--- src/rtl/eleven_bit_down_timer.sv ---
// Loadable down-counter with IDLE/RUN/EXPIRED states and a one-cycle Done pulse on expiry.
// All outputs are registered or state-decoded; there is no flow control, and inputs are sampled every edge.
module eleven_bit_down_timer #(
   parameter int WIDTH = 11
) (
   input  logic             Clock,
   input  logic             Reset,
   input  logic             Load,
   input  logic [WIDTH-1:0] LoadValue,
   input  logic             Enable,
   input  logic             Clear,
   output logic [WIDTH-1:0] Count,
   output logic             Busy,
   output logic             Done,
   output logic             Expired
);

   typedef enum logic [1:0] {
      IDLE    = 2'd0,
      RUN     = 2'd1,
      EXPIRED = 2'd2
   } state_t;

   state_t           state;
   state_t           state_next;
   logic [WIDTH-1:0] count_next;
   logic             done_next;

   always_ff @(posedge Clock or posedge Reset) begin
      if (Reset) begin
         state <= IDLE;
         Count <= '0;
         Done  <= 1'b0;
      end else begin
         state <= state_next;
         Count <= count_next;
         Done  <= done_next;
      end
   end

   // Clear beats Load beats Enable; Done is only ever raised by an expiry this edge.
   always_comb begin
      state_next = state;
      count_next = Count;
      done_next  = 1'b0;
      if (Clear) begin
         state_next = IDLE;
         count_next = '0;
      end else if (Load) begin
         count_next = LoadValue;
         if (LoadValue == '0) begin
            state_next = EXPIRED;
            done_next  = 1'b1;
         end else begin
            state_next = RUN;
         end
      end else begin
         case (state)
            RUN: begin
               if (Enable) begin
                  // Count <= 1 rather than == 1 so a zero count can never wrap.
                  if (Count <= WIDTH'(1)) begin
                     count_next = '0;
                     state_next = EXPIRED;
                     done_next  = 1'b1;
                  end else begin
                     count_next = Count - WIDTH'(1);
                  end
               end
            end
            IDLE:    state_next = IDLE;
            EXPIRED: state_next = EXPIRED;
            default: begin
               state_next = IDLE;
               count_next = '0;
            end
         endcase
      end
   end

   assign Busy    = (state == RUN);
   assign Expired = (state == EXPIRED);

endmodule

--- config.mk ---
export PLATFORM = sky130hd
export DESIGN_NAME = eleven_bit_down_timer
export DESIGN_NICKNAME = d
export VERILOG_FILES = /design/src/rtl/eleven_bit_down_timer.sv
export SDC_FILE = /design/constraint.sdc
export NUM_CORES = 1
export LEC_CHECK = 0
export CORE_ASPECT_RATIO = 0.9
export CORE_MARGIN = 2
export CORE_UTILIZATION = 38
export CTS_CLUSTER_DIAMETER = 200
export DETAILED_ROUTE_END_ITERATION = 16
export GPL_ROUTABILITY_DRIVEN = 1
export PLACE_DENSITY = 0.69
export SETUP_SLACK_MARGIN = 0.1
export SYNTH_ARGS = -nofsm -noshare
export SYNTH_HDL_FRONTEND = slang
export SYNTH_SLANG_ARGS = --single-unit
--- constraint.sdc ---
create_clock -name Clock -period 1.7 [get_ports Clock]
set_input_delay 0.17 -clock Clock [delete_from_list [all_inputs] [get_ports Clock]]
set_output_delay 0.17 -clock Clock [all_outputs]
set_load 0.02 [all_outputs]
# Yosys cells after proc, flatten, opt, wreduce, memory -nomap -nowiden
# Index checks and enable logic that the tools add are counted.
# totals
register_bits	14
latch_bits	0
ram_bits	0
romBits	0
inputBits	16
output_inout_bits	14
elab_cells	32
n_memories	0
# op_classes
addsub	1
n_mul	0
div_mod_pow	0
n_lt_le_gt_ge	1
eq_ne	5
shifts	0
n_mux	17
bitwise_logic	0
reduce_logical	5
# op_table
operator	n
2-to-1 mux 11 bit	4
case mux 11 bit (2 select lines)	1
<= comparator 11 x 1 -> 1 bit, second input constant	1
logical NOT 11 bit	1
subtractor 11 x 1 -> 11 bit, second input constant	1
2-to-1 mux 2 bit	5
2-to-1 mux 1 bit	6
inequality test 4 x 3 -> 1 bit, second input constant	1
inequality test 4 bit, second input constant	1
case mux 2 bit (2 select lines)	1
AND reduction 2 bit	2
inequality test 3 x 1 -> 1 bit, second input constant	1
equality test 2 x 1 -> 1 bit, second input constant	1
equality test 2 bit, second input constant	1
logical NOT 2 bit	1
OR reduction 2 bit	1

# Longest topological paths before layout
# depth
depth_word	6
mapped_depth	7
mapped_depth_nobuf	6

# Least setup slack after synthesis
# Ideal clock, no wire load.
# synth_path
path_kind	register to register
start	register Count[0]
end	register Count[6]
setup_ns	0.066
t_arrival_ns	1.917
required_ns	1.634
path_slack_ns	-0.284
stages_incl_launch_ff	7
path_buffers	0
period_less_slack_ns	1.984
path_cell_list	dfrtp_1 > inv_1 > ha_1 > or4b_1 > or3_1 > a211oi_1 > a221o_1
# synth_between
elab_chain_cells	6
word_cells_on_any_way	7
classes_between	add/sub (1); order compare (1); mux (5)
# synth_rtl
element	line_no	text
start, declared	12	output logic [WIDTH-1:0] Count,
start signal, assigned	36	Count <= count_next;
subtractor 11 x 1 -> 11 bit or <= comparator 11 x 1 -> 1 bit (tied branches)	67, 62	
2-to-1 mux 11 bit *	62	if (Count <= WIDTH'(1)) begin
2-to-1 mux 11 bit *	60	if (Enable) begin
case mux 11 bit (2 select lines) *	58	case (state)
2-to-1 mux 11 bit *	49	end else if (Load) begin
2-to-1 mux 11 bit *	46	if (Clear) begin
# Mark *: on every way between the ends. The rest lies on a longest branch, timed or not. The select of a mux whose other input is x is not followed.
# A chain may end at the register's enable or synchronous reset.

# Worst setup path after layout
# Same ends and word-level chain as after synthesis.

==> summary.md <==
| Metric | Value |
|---|---|
| Final GP Congestion | between 0.9 and 1 |
| Drt drc | 0 |
| Clock power share | a little under a quarter |
| Clock net sink count | 14 |
| Nets | 202 |
| Post-Syn Area per Cell | between 9 and 10 sq um |
| Ys Warns | 0 |
| PnR worst setup slack | -190 ps |
| Die width | a little under 60 um |
| Worst Path Arrival | about 2100 ps |
| Comb power frac | a little over two fifths |
| Crit path time final | 1890 ps |
| Internal power | about 0.00073 W |
| Switching Share | 33.1% |
| Switching power | approximately 0.00036 W |
| Row cnt | 17 |
| Outcome | finished with violations |
| Overflow after GRT | 0 |
| Vias after detailed routing | 1183 |
| Post-synth top flop | dfrtp_1 |
| Max-slew violation count | 0 |
| Cts bufs inserted | 3 |
| I/O pin cnt | 30 |
| CTS tree | done |
| Worst-path fanout max | 6 |
| Synth top cells by count | dfrtp_1, nor2_1 |
| Final setup fails | 13 |
| First drt pass iteration count | 4 |
| Synth cell types | 40 |
| Place WS | -173 ps |
| Reg2Reg Launch Point | Count[0] |
| Max-cap violation count | 0 |
| Worst min path class | input pin to asynchronous set/reset pin |
| Detailed-route wire length per cell | 17.2 um |
| Fraction of registers with async set/reset | 100% |
| Die height | 53.0 um |
| Slew margin rel. | about three fifths |
| Final Routed Wirelength | between 3 and 4 mm |
| Worst Tran Pin Value | 588 ps |
| Synthesized flop and latch total | 14 |
| Netlist Area Pre-Place | a little over 1000 sq um |
| Yosys top cell by area | dfrtp_1 |
| Tot GR Track Use | 25.5% |
| ANT cells | 0 |
| FILL cells | ~180 |
| Area growth from synthesis to layout | 78.8% |
| Drt first-iter violations | 36 |
| Post-DR vias/cell | between 5 and 6 |
| Part of the power in registers | 34.2% |
| Vias in the first global route | roughly 1200 |
| Failing checks | setup timing |
| Root Driver | clkbuf_4 |
| Dpl hpwl | 2.52 mm |
| Synth top area share | approximately 35% |
| CTS H-tree lvls | 1 |
| Die Area | 3100 sq um |
| Placed instance area | 1610 sq um |
| Largest net degree at the start of global routing | 15 |
| Reg2Reg Depth | 6 |
| Final hold viol count | 0 |
| P per Cell Area | 600 nW/um^2 |
| Setup CP Type | register to register |
| Clk slew on worst S/H paths | 100 ps |
| Sequential area share after synthesis | ~35% |
| Clock Tree Buf Depth | 2 |
| Worst skew pair latency | ~300 ps |
| Peak supply drop | 0.000566 V |
| Maximum clock rate | around 530 MHz |
| Core area | 2490 sq um |
| First-pass GRT wire length | around 5.7 mm |
| Initial Util | 40.7% |
| Proportion of layout cells with a drive suffix above 1 | between 40 and 50% |
| Initial antenna violation count | 0 |
| Count leader, synth | dfrtp_1 |
| Post-synth EDFFs | 0 |
| Final Non-Filler Cells | about 210 |
| Layout Skew | 12.5 ps |
| WP data required | slightly below 2000 ps |
| Unrepaired setup endpoints after global routing | yes |
| Startpoint class of the critical path | register |
| Syn Inst Count | 110 |
| Placed cell count | a little under 200 |
| Port bufs | 29 |
| Post-Syn Nets | 131 |
| Reg2Reg Setup Slack | -190 ps |
| Area contributors post-synth | dfrtp_1, ha_1, a22oi_1, nor2_1, or3_1 |
| Period Utilization, post-route | 111% |
| Crit end category | register |
| Post-route cell area | roughly 1800 sq um |
| Pleak | 0.834 nW |
| RR Endpoint | Count[6] |
| # hold bufs at CTS | 0 |
| Post-route antenna net violation count | 0 |
| Setup TNS | -1230 ps |
power groups by stage:
| stage | Clock (W) | Sequential (W) | Combinational (W) |
|---|---|---|---|
| after floorplan | 0 | 0.000406 | 0.000181 |
| after global placement | 0 | 0.000376 | 0.000394 |
| after detailed placement | 0 | 0.000378 | 0.000401 |
| after CTS | 0.000258 | 0.000370 | 0.000437 |
| after global routing | 0.000272 | 0.000373 | 0.000495 |
| final | 0.000253 | 0.000371 | 0.000462 |
registers in the layout (all words and copies together), names as in the netlist:
name	flops
Done	1
Count	11
state	2
stage by stage:
stage / hold WS, ps / utilization (%) / power, W
CTS: 253 / 70.3 / 0.00107
floorplan: 58.7 / - / 0.000587
detailed placement: 571 / 64.6 / 0.000779
global route: 295 / 72.8 / 0.00114
finish: 227 / 72.8 / 0.00109
global placement: 566 / 64.6 / 0.000770
repair_timing:
item | 4_1_cts | 5_1_grt
resized for setup | 16 | 14
hold endpoints to repair | 0 | 0
endpoints found under the setup margin | 17 | 19
pin swaps | 4 | 7
setup buffers | 7 | 3
layout make-up:
type / instances / area, sq um / share of cell area (%)
timing repair buffer: 70 / 619 / 34.2
tap: 28 / 35.0 / 1.93
inverter: 5 / 18.8 / 1.04
multi-input combinational: 87 / 742 / 41.0
sequential: 14 / 360 / 19.9
clock buffer: 4 / 36.3 / 2.00
worst max path at each step:
stage,from,to,slack [ps],depth (start not counted)
4_1_cts,Count[1],Count[6],-160,6
2_1_floorplan,Count[1],Count[6],-180,6
3_3_place_gp,Count[0],Count[8],-130,6
5_1_grt,Count[0],Count[8],-230,6
6_report,Count[0],Count[6],-190,6
3_5_place_dp,Count[0],Count[8],-170,6
layout by cell type (no fill, tap or decap), types with 4 or more instances in the layout:
master,netlist,routed
dfrtp_2,0,8
buf_6,1,4
o21ai_0,6,4
clkdlybuf4s50_1,0,19
dlygate4sd2_1,0,5
dfrtp_1,14,6
a22oi_1,6,6
nand2b_1,5,5
buf_4,0,37
nor2_1,11,11
nand2_1,6,6
dlymetal6s2s_1,0,5
cell families (layout without fill, tap and decap cells):
logic type	count (synthesis)	after routing	share of synthesized area (%)
compound gates	36	36	27.8
xor+xnor	2	2	1.73
fa+ha+maj	5	5	6.17
buf+inv	9	79	4.07
flops	14	14	34.6
mux	1	1	0.988
simple gates	43	43	24.7
critical path, cell delays in order, from the launching register on:
cell and delay [ps]:
dfrtp_2 450, inv_2 70, ha_4 120, or4b_4 480, or3_1 400, a211oi_2 190
a221o_1 130
metal layers:
layer	vias to the layer above	track usage, %	part of all wire [%]	wire length (um)
met4	0	6.98	1.3	46
met5	-	0	0	0
met3	6	6.85	5.7	202
met1	580	31.1	44	1570
li1	562	-	-	-
met2	35	44.2	49	1750
Power figures use the tool's default switching activity.
